## src/rtl/mem_sram_ctrl.sv

```systemverilog
// Memory-stage responder: each 32-bit load/store becomes two 16-bit accesses
// on an asynchronous SRAM, low halfword first. The pipeline is frozen while ready is low.
module mem_sram_ctrl #(
    parameter logic [31:0] BASE_ADDR   = 32'd1024,
    parameter int          WAIT_CYCLES = 2,
    parameter int          ADDR_W      = 18
) (
    input  logic              clk,
    input  logic              rst,
    input  logic              rd_en,
    input  logic              wr_en,
    input  logic [31:0]       address,
    input  logic [31:0]       wdata,
    output logic [31:0]       rdata,
    output logic              ready,
    output logic [ADDR_W-1:0] sram_addr,
    output logic [15:0]       sram_dq_out,
    input  logic [15:0]       sram_dq_in,
    output logic              sram_dq_oe,
    output logic              sram_ce_n,
    output logic              sram_oe_n,
    output logic              sram_we_n
);

    typedef enum logic [1:0] {IDLE, LO, HI, DONE} state_t;

    localparam logic [3:0] CNT_LAST = 4'(WAIT_CYCLES - 1);

    state_t              state_q, state_d;
    logic [3:0]          cnt_q, cnt_d;
    logic                op_wr_q, op_wr_d;
    logic [ADDR_W-2:0]   base_q, base_d;
    logic [15:0]         whi_q, whi_d;
    logic [31:0]         rdata_q, rdata_d;
    logic [ADDR_W-1:0]   addr_q, addr_d;
    logic [15:0]         dq_out_q, dq_out_d;
    logic                dq_oe_q, dq_oe_d;
    logic                ce_n_q, ce_n_d;
    logic                oe_n_q, oe_n_d;
    logic                we_n_q, we_n_d;

    logic        req;
    logic        cnt_last;
    logic [31:0] off;
    logic        unused_off_bits;

    assign req      = rd_en | wr_en;
    assign cnt_last = (cnt_q == CNT_LAST);
    // Byte offset from the SRAM window; the word index is off[ADDR_W:2] and everything else aliases.
    assign off      = address - BASE_ADDR;
    assign unused_off_bits = ^{off[31:ADDR_W+1], off[1:0]};

    always_comb begin
        state_d  = state_q;
        cnt_d    = cnt_q;
        op_wr_d  = op_wr_q;
        base_d   = base_q;
        whi_d    = whi_q;
        rdata_d  = rdata_q;
        addr_d   = addr_q;
        dq_out_d = dq_out_q;
        dq_oe_d  = dq_oe_q;
        ce_n_d   = ce_n_q;
        oe_n_d   = oe_n_q;
        we_n_d   = we_n_q;

        case (state_q)
            IDLE: begin
                if (req) begin
                    // Strobes for the low half are set on the same edge that latches the request.
                    state_d = LO;
                    cnt_d   = 4'd0;
                    op_wr_d = wr_en;
                    base_d  = off[ADDR_W:2];
                    whi_d   = wdata[31:16];
                    addr_d  = {off[ADDR_W:2], 1'b0};
                    ce_n_d  = 1'b0;
                    oe_n_d  = wr_en;
                    we_n_d  = ~wr_en;
                    dq_oe_d = wr_en;
                    if (wr_en) begin
                        dq_out_d = wdata[15:0];
                    end
                end
            end
            LO: begin
                cnt_d = cnt_q + 4'd1;
                if (cnt_last) begin
                    state_d = HI;
                    cnt_d   = 4'd0;
                    addr_d  = {base_q, 1'b1};
                    if (op_wr_q) begin
                        dq_out_d = whi_q;
                    end else begin
                        rdata_d[15:0] = sram_dq_in;
                    end
                end
            end
            HI: begin
                cnt_d = cnt_q + 4'd1;
                if (cnt_last) begin
                    state_d = DONE;
                    cnt_d   = 4'd0;
                    ce_n_d  = 1'b1;
                    oe_n_d  = 1'b1;
                    we_n_d  = 1'b1;
                    dq_oe_d = 1'b0;
                    if (!op_wr_q) begin
                        rdata_d[31:16] = sram_dq_in;
                    end
                end
            end
            DONE: begin
                state_d = IDLE;
            end
            default: begin
                state_d = IDLE;
            end
        endcase
    end

    always_ff @(posedge clk or negedge rst) begin
        if (!rst) begin
            state_q  <= IDLE;
            cnt_q    <= 4'd0;
            op_wr_q  <= 1'b0;
            base_q   <= '0;
            whi_q    <= 16'd0;
            rdata_q  <= 32'd0;
            addr_q   <= '0;
            dq_out_q <= 16'd0;
            dq_oe_q  <= 1'b0;
            ce_n_q   <= 1'b1;
            oe_n_q   <= 1'b1;
            we_n_q   <= 1'b1;
        end else begin
            state_q  <= state_d;
            cnt_q    <= cnt_d;
            op_wr_q  <= op_wr_d;
            base_q   <= base_d;
            whi_q    <= whi_d;
            rdata_q  <= rdata_d;
            addr_q   <= addr_d;
            dq_out_q <= dq_out_d;
            dq_oe_q  <= dq_oe_d;
            ce_n_q   <= ce_n_d;
            oe_n_q   <= oe_n_d;
            we_n_q   <= we_n_d;
        end
    end

    // A request in DONE belongs to the next instruction, so only IDLE looks at req.
    assign ready       = ((state_q == IDLE) && !req) || (state_q == DONE);
    assign rdata       = rdata_q;
    assign sram_addr   = addr_q;
    assign sram_dq_out = dq_out_q;
    assign sram_dq_oe  = dq_oe_q;
    assign sram_ce_n   = ce_n_q;
    assign sram_oe_n   = oe_n_q;
    assign sram_we_n   = we_n_q;

endmodule

```

## config.mk

```make
export PLATFORM = sky130hd
export DESIGN_NAME = mem_sram_ctrl
export DESIGN_NICKNAME = d
export VERILOG_FILES = /design/src/rtl/mem_sram_ctrl.sv
export SDC_FILE = /design/constraint.sdc
export NUM_CORES = 1
export LEC_CHECK = 0
export ABC_AREA = 0
export CAP_MARGIN = 20
export CORE_MARGIN = 2
export CORE_UTILIZATION = 35
export DETAILED_ROUTE_END_ITERATION = 7
export HOLD_SLACK_MARGIN = 0.1
export PLACE_DENSITY = 0.66
export SYNTH_ARGS = -nofsm -noshare
export SYNTH_HDL_FRONTEND = slang
export SYNTH_SLANG_ARGS = --single-unit
export TNS_END_PERCENT = 5
```

## constraint.sdc

```tcl
create_clock -name clk -period 1.9 [get_ports clk]
set_input_delay 0.38 -clock clk [delete_from_list [all_inputs] [get_ports clk]]
set_output_delay 0.38 -clock clk [all_outputs]
set_load 0.02 [all_outputs]
```

### After elaboration in Yosys (flattened, before gate mapping)

Cells that the tools add are included.

* register bits after elaboration: 110
* input bits: 84
* output and inout bits: 71
* word-level logic and storage cells: 67

* add/subtract/negate cells: 2
* equality and inequality tests: 9
* muxes and demuxes: 24
* bitwise gates (word level): 3
* reduce and logical (&&, ||, !) cells: 16

Operators with widths (number)
* $mux 16: 4
* $mux 18: 2
* $pmux 18 s2: 1
* $pmux 16 s2: 1
* $sub 19x11->19 const B: 1
* $reduce_and 3->1: 5
* $ne 2x2->1 const B: 5
* $mux 4: 2
* $pmux 1 s2: 4
* $pmux 2 s4: 1
* $pmux 4 s2: 1
* $mux 2: 3
* $reduce_bool 2->1: 3
* $mux 1: 5
* $reduce_and 5->1: 1
* $add 4x1->4 const B: 1
* $eq 2x2->1 const B: 2
* $eq 4x1->1 const B: 1
* $reduce_and 2->1: 2
* $eq 2x1->1 const B: 1
* $logic_not 2->1: 1
* $not 1->1: 2
* $reduce_or 2->1: 1
* $logic_and 1x1->1: 1
* 3 further kinds: 3

### Longest topological paths before layout

Gate-level depths: netlist of the first run.

* word-level depth: 4
* gate-level depth with buffers: 9
* depth with buffers taken out: 6

### Least setup slack after synthesis of the first run

OpenSTA, ideal clock, no wires.

* path kind: register to register
* start: reg state_q[0]
* end: reg state_q[1]
* library setup time: 125 ps
* arrival time: 1814 ps
* required time: 1775 ps
* slack: -39 ps
* cell stages (with the launch flop): 7
* buffers on the path: 1
* clock period less this slack: 1939 ps
* path through: dfrtp_1 > inv_1 > ha_1 > buf_2 > or3b_2 > o21ai_0 > mux2_2

* longest elaborated chain between the ends: 3
* elaborated cells on any way between the ends: 9
* those cells by class: eq/ne (6); mux (1); reduce/logical (2)

Ends and longest elaborated chain
* start, declared: RTL line 29 `state_t state_q, state_d;`
* start signal, assigned: RTL line 137 `state_q <= state_d;`
* $eq 2x1->1, or another cell as far along: RTL line 67 `case (state_q)`
* $ne 2x2->1 (no source line)
* $reduce_and 3->1 (no source line)

Several ways; a longest one is shown, not always the timed one.
A chain may end at the register's enable or synchronous reset.

### Final worst setup path of the first run

* start: reg cnt_q[1]
* end: reg rdata_q[21], in the netlist rdata[21]

* longest elaborated chain between the ends: 2

Ends and longest elaborated chain
* start, declared: RTL line 30 `logic [3:0] cnt_q, cnt_d;`
* start signal, assigned: RTL line 138 `cnt_q <= cnt_d;`
* $eq 4x1->1: RTL line 48 `assign cnt_last = (cnt_q == CNT_LAST);`
* $reduce_and 3->1 (no source line)
* end signal, assigned: RTL line 142 `rdata_q <= rdata_d;`
* end, declared: RTL line 34 `logic [31:0] rdata_q, rdata_d;`

Every way passes these cells.

==> results of run 1 <==
## worst register-to-register path: cells and delay by family (launching register included)
kind,cells,cell delay [ns]
buf+inv,2,0.22
fa+ha+maj,1,0.18
flops,1,0.38
simple gates,3,0.69
mux,1,0.33
## sequential cells by signal, indices dropped and copies added (netlist names), 2 cells and up
name / count
base_q: 17
cnt_q: 4
rdata: 32
sram_addr: 18
sram_dq_out: 16
state_q: 2
whi_q: 16
## area by class of cell
| cell class | instances | area, sq um |
|---|---|---|
| clock buffer | 12 | 256 |
| clock inverter | 3 | 43.8 |
| fill | 1181 | 6250 |
| inverter | 8 | 30.0 |
| multi-input combinational | 252 | 2020 |
| sequential | 110 | 2760 |
| tap | 176 | 220 |
| timing repair buffer | 176 | 1770 |
## per-layer routing
metal | routed length, um | up-vias | share of wire | global-route usage
li1 | - | 1689 | - | -
met1 | 5010 | 1754 | 0.41 | 0.198
met2 | 6210 | 96 | 0.51 | 0.290
met3 | 611 | 21 | 0.050 | 0.0390
met4 | 359 | 0 | 0.029 | 0.0776
met5 | 0 | - | 0 | 0
## stage by stage
stage                     worst slack [ns]  utilization  hold WS (ns)  instances
after CTS                          -0.0454        0.524         0.475        732
after global placement              -0.489        0.499         0.317        715
after global routing               -0.0947        0.532         0.491        737
after floorplan                   -0.00746            -        0.0844        390
final                             -0.00206        0.532         0.472        737
after detailed placement            -0.472        0.499         0.322        715
## worst max path at each step
stage / start / to / cells after the start
after floorplan: state_q[0] / state_q[1] / 6
after global placement: rd_en / ready / 4
after detailed placement: rd_en / ready / 4
after CTS: state_q[1] / ready / 5
after global routing: cnt_q[1] / rdata[29] / 7
final: cnt_q[1] / rdata[21] / 7
## cell usage after synthesis
library cell | number | area [sq um]
dfrtp_1 | 107 | 2680
mux2_2 | 51 | 574
nand2_1 | 35 | 131
mux2i_1 | 29 | 290
nor2_1 | 24 | 90.1
a21oi_1 | 23 | 115
o21ai_0 | 17 | 85.1
o21ai_1 | 10 | 50.1
buf_2 | 9 | 45.0
clkbuf_1 | 8 | 30.0
ha_1 | 8 | 100
inv_1 | 8 | 30.0
mux2_4 | 8 | 120
nand3_1 | 6 | 30.0
buf_6 | 5 | 56.3
nor3b_1 | 4 | 30.0
o211ai_1 | 4 | 30.0
xnor2_1 | 4 | 35.0
a22o_1 | 3 | 26.3
dfstp_2 | 3 | 78.8
xor2_1 | 3 | 26.3
nand2_4 | 2 | 22.5
nand2b_1 | 2 | 12.5
nor3_1 | 2 | 10.0
nor4_1 | 2 | 12.5
a2111oi_0 | 1 | 8.76
a211o_1 | 1 | 8.76
a211oi_2 | 1 | 12.5
a21o_1 | 1 | 7.51
a22oi_1 | 1 | 7.51
a32o_1 | 1 | 10.0
a32oi_1 | 1 | 8.76
nand4bb_1 | 1 | 11.3
nor2_4 | 1 | 11.3
o2bb2ai_1 | 1 | 8.76
or3_1 | 1 | 6.26
or3b_1 | 1 | 8.76
or3b_2 | 1 | 8.76
## what timing repair did
item	in CTS	in global routing
hold buffers	1	0
gates cloned	0	2
endpoints found under the setup margin	40	53
gates resized for setup	12	12
pin swaps	0	4
endpoints found under the hold margin	22	0
setup buffers	1	3
## power by group
group / total [mW] / switching [mW] / internal [mW]
Clock: 1.92 / 0.835 / 1.09
Combinational: 6.86 / 3.36 / 3.50
Sequential: 4.21 / 0.639 / 3.57
Total: 13.0 / 4.83 / 8.16
## kinds of logic after synthesis
logic type	Yosys count	synth area share
AND/OR/NAND/NOR	82	0.0798
buffers and inverters	30	0.0334
XOR/XNOR	7	0.0127
AO/OA/AOI/OAI	65	0.0785
adder cells (fa/ha/maj)	8	0.0207
multiplexers	88	0.204
flip-flops	110	0.571
## cell usage in the layout (no fill, tap or decap), types with 3 or more instances in the layout
master | Yosys | layout
a21oi_1 | 23 | 22
a22o_1 | 3 | 3
buf_12 | 0 | 8
buf_4 | 0 | 29
clkbuf_16 | 0 | 9
clkdlybuf4s50_1 | 0 | 135
dfrtp_1 | 107 | 107
dfstp_2 | 3 | 3
ha_1 | 8 | 4
ha_2 | 0 | 3
inv_1 | 8 | 6
mux2_2 | 51 | 51
mux2_4 | 8 | 8
mux2i_1 | 29 | 28
nand2_1 | 35 | 35
nand3_1 | 6 | 6
nor2_1 | 24 | 24
o211ai_1 | 4 | 4
o21ai_0 | 17 | 16
o21ai_1 | 10 | 10
xnor2_1 | 4 | 4
xor2_1 | 3 | 3
==> flow_metrics.py, run 1 <==
metrics = {
    "run_status": {
        "failed_checks": "setup timing",
        "status": "finished, violations left",
    },
    "cts": {
        "h-tree-depth": 3,
        "tritoncts": "done",
        "clk_latency_ns": 0.34,
        "cts_sinks": 110,
        "numCtsBuffers": 9,
        "ctsRootBufferMaster": "clkbuf_16",
        "cts.clk_slew.worst_paths_ns": 0.07,
        "cts_buffer_depth": 2,
    },
    "critical_path": {
        "critPathRequiredTime_ns": 2.13,
        "crit_path_end_kind": "flop",
        "r2r_slack_ns": -0.002,
        "path_buf_inv": 2,
        "startpoint_type": "flop",
        "cpMaxStageDelayCell": "or3b_4",
        "max_stage_delay_ns": 0.44,
        "cp.arrival_ns": 2.13,
        "worst_path_dominant_cell_family": "simple AND/OR/NAND/NOR gates",
        "r2r_end": "rdata[21]",
        "critical_path_class": "flop to flop",
        "cp_max_fo": 8,
        "r2r_cells": 7,
        "timing.rr.start": "cnt_q[1]",
        "worstPathCellList": "inv_1 > ha_2 > or3b_4 > nor2_4 > buf_12 > nand2_8 > mux2_4",
    },
    "timing": {
        "fmax_mhz": 526,
        "final-setup-viol-count": 1,
        "final_max_slew_viol_count": 0,
        "fin_skew_ns": 0.00733,
        "final_hold_viol_count": 0,
        "fin_crit_ns": 1.90,
        "rsz0062_at_grt": "yes",
        "maxSlewHeadroom": 0.693,
        "period_share": 1.00,
        "tightest_slew_ns": 0.456,
        "worst_slack_ns": -0.00206,
        "finalSetupTns_ns": -0.00206,
    },
    "floorplan": {
        "dieArea_sq_um": 14800,
        "die_x_um": 121,
        "fp.coreArea_sq_um": 13300,
        "start_util": 0.362,
        "placementRows": 42,
        "fp.dieH_um": 121,
        "ios": 155,
    },
    "route": {
        "ant_nets": 0,
        "first_iter_violations": 129,
        "dr.pass1.iters": 4,
        "route.detailed.drc": 0,
        "wirelength_um": 12200,
        "wl_per_cell_um": 16.5,
        "vias_per_cell": 4.83,
        "via_count": 3560,
    },
    "placed_design": {
        "gp_congestion": 0.766,
        "dp_hpwl_um": 8730,
        "io_buffers": 139,
        "placed_area_sq_um": 6660,
    },
    "min_path": {
        "hp-start": "sram_oe_n",
        "hold_path_depth": 2,
        "hp-class": "flop to flop",
        "hold_end": "sram_oe_n",
    },
    "global_routing": {
        "grt_pass1_wl_um": 19200,
        "grt_pass1_vias": 3799,
        "track_usage": 0.168,
        "grt_max_degree": 34,
        "grt_overflow_total": 0,
        "antenna_found_initial": 0,
    },
    "final_layout": {
        "areaGrowthSynthToFinish_pct": 47.0,
        "finalInstanceArea_sq_um": 7100,
        "n_antenna_cell": 0,
        "drive_gt1_frac": 0.239,
        "nets": 649,
    },
    "synthesis": {
        "ys_ff_latch": 110,
        "synth_cell_types": 38,
        "syn_area_sq_um": 4830,
        "syn_inst": 390,
        "seq_area_frac_synth": 0.571,
        "syn-num-nets": 482,
        "yosys_warnings": 0,
        "avgSynthCellArea_sq_um": 12.4,
    },
    "power": {
        "vdd_drop_max_uv": 788,
        "powerDensity_nw_per_um2": 1830,
        "finalPower_mw": 13.0,
        "static-leakage-power_nw": 3.04,
    },
    "job": {
        "max_cap_violations": 0,
    },
}
Note: power is estimated with default switching activity, not from simulation.
==> run 2, diff against run 1 <==
CORE_MARGIN = 3   (was 2)
==> run 2 against run 1 <==
Effect of this change: the run still ends with setup timing left; sequential power is essentially flat; die area grew 3.3%; register-to-register slack gained 0.04 ns; setup slack lost 0.036 ns; via count shrank 1.8%; global-route usage shrank 1.2 points; wire length shrank 4.4%; combinational power shrank 2%; design area shrank 0.41%; hold slack gained 0.0090 ns.
==> flow_metrics.py, run 2 (synthesis results as in run 1) <==
metrics = {
    "cts": {
        "clk_latency_ns": 0.35,
        "cts_sinks": 110,
        "cts_buffer_depth": 2,
        "numCtsBuffers": 9,
        "cts.clk_slew.worst_paths_ns": 0.07,
        "tritoncts": "done",
        "ctsRootBufferMaster": "clkbuf_16",
        "h-tree-depth": 3,
    },
    "route": {
        "via_count": 3495,
        "ant_nets": 0,
        "vias_per_cell": 4.76,
        "first_iter_violations": 169,
        "wirelength_um": 11600,
        "route.detailed.drc": 0,
        "wl_per_cell_um": 15.8,
        "dr.pass1.iters": 4,
    },
    "final_layout": {
        "drive_gt1_frac": 0.231,
        "n_antenna_cell": 0,
        "nFillCells": 1169,
        "finalInstanceArea_sq_um": 7070,
        "ff_latch_area_sq_um": 2760,
        "final_cell_mix": "134 x clkdlybuf4s50_1, 107 x dfrtp_1, 51 x mux2_2",
        "nets": 646,
        "largest_register_ffs": 32,
        "layout_commonest_cell": "clkdlybuf4s50_1",
        "areaGrowthSynthToFinish_pct": 46.4,
        "multi_input_area_sq_um": 1960,
    },
    "placed_design": {
        "placed_area_sq_um": 6660,
        "dp_hpwl_um": 8600,
        "gp_congestion": 0.775,
        "io_buffers": 139,
    },
    "floorplan": {
        "fp.dieH_um": 123,
        "placementRows": 42,
        "start_util": 0.362,
        "dieArea_sq_um": 15200,
        "die_x_um": 123,
        "ios": 155,
        "fp.coreArea_sq_um": 13300,
    },
    "global_routing": {
        "grt_pass1_vias": 3694,
        "grt_pass1_wl_um": 18600,
        "grt_max_degree": 46,
        "grt_overflow_total": 0,
        "track_usage": 0.156,
        "antenna_found_initial": 0,
    },
    "timing": {
        "final-setup-viol-count": 1,
        "worst_slack_ns": -0.0383,
        "fmax_mhz": 516,
        "rsz0062_at_grt": "yes",
        "fin_skew_ns": 0.00654,
        "maxSlewHeadroom": 0.718,
        "final_hold_viol_count": 0,
        "fin_crit_ns": 1.94,
        "period_share": 1.02,
        "final_max_slew_viol_count": 0,
        "tightest_slew_ns": 0.413,
    },
    "critical_path": {
        "timing.rr.start": "cnt_q[1]",
        "r2r_slack_ns": 0.04,
        "cp_max_fo": 2,
        "worstPathCellList": "inv_2 > ha_4 > or3b_4 > nand2b_4 > buf_6",
        "critPathLaunch": "state_q[0]",
        "critPathRequiredTime_ns": 1.52,
        "crit_path_end_kind": "primary output",
        "cpMaxStageDelayCell": "dfrtp_1",
        "max_stage_delay_ns": 0.40,
        "critical_path_class": "flop to primary output",
        "startpoint_type": "flop",
        "cp.arrival_ns": 1.56,
    },
    "power": {
        "static-leakage-power_nw": 3.04,
        "vdd_drop_max_uv": 836,
        "powerDensity_nw_per_um2": 1850,
        "finalPower_mw": 13.1,
    },
    "run_status": {
        "failed_checks": "setup timing",
        "status": "finished, violations left",
    },
    "min_path": {
        "hp-class": "flop to flop",
        "hp-start": "sram_oe_n",
    },
    "job": {
        "max_cap_violations": 0,
    },
}
run 2: changes by cell type in the layout (fill, tap and decap cells not counted), sizes merged, moves of 2 or more:
cell         change
clkbuf           -2
bufinv           +2
dlygate4sd2      +2
nand2            -2
run 2: metal layers:
layer  share of wire  up-vias  global-route usage
li1                -     1687                   -
met1            0.43     1704               0.202
met2            0.50       89               0.252
met3           0.048       15              0.0421
met4           0.023        0              0.0567
met5               0        -                   0
run 2: layout make-up:
cell class                      instances  area share
Timing Repair Buffer                  175       0.248
Sequential cell                       110       0.390
Clock buffer                           10      0.0338
Tap cell                              176      0.0312
Multi-Input combinational cell        250       0.278
Inverter                                8     0.00425
Clock inverter                          6      0.0154
run 2: what timing repair did:
action | 4_1_cts | 5_1_grt
pin swaps | 1 | 2
buffers inserted | 2 | 1
setup endpoints to repair | 15 | 33
endpoints found under the hold margin | 18 | 0
gates resized for setup | 16 | 3
hold buffers | 1 | 0
run 2: critical path, delay by kind of cell, from the launching register on:
family	cells	cell delay, ns
adder cells (fa/ha/maj)	1	0.14
buffers and inverters	2	0.20
flip-flops	1	0.40
AND/OR/NAND/NOR	2	0.48
run 2: power breakdown:
part / internal, mW / total [mW] / leakage (nW) / switching [mW]
Sequential: 3.57 / 4.20 / 1.30 / 0.636
Combinational: 3.45 / 6.69 / 1.57 / 3.25
Clock: 1.32 / 2.16 / 0.172 / 0.837
Total: 8.34 / 13.1 / 3.04 / 4.72
run 2: stage by stage:
stage               TNS [ns]  cells  worst slack, ns  hold slack (ns)  utilization
floorplan           -0.00746    390         -0.00746           0.0844            -
global placement       -1.18    715           -0.496            0.294        0.499
detailed placement     -1.75    715           -0.495            0.301        0.499
CTS                  -0.0358    734          -0.0358            0.482        0.528
global route          -0.546    735          -0.0908            0.502        0.530
finish               -0.0383    735          -0.0383            0.481        0.530
run 2: path summary, 6_finish.rpt:
kind / endpoint / cells after the start
worst max-delay path: ready / 5
worst min-delay path: sram_oe_n / 2
worst max register to register: sram_addr[12] / 6
worst min register to register: sram_oe_n / 2
max in group asynchronous: sram_oe_n / 3
min in group asynchronous: rdata[4] / 2
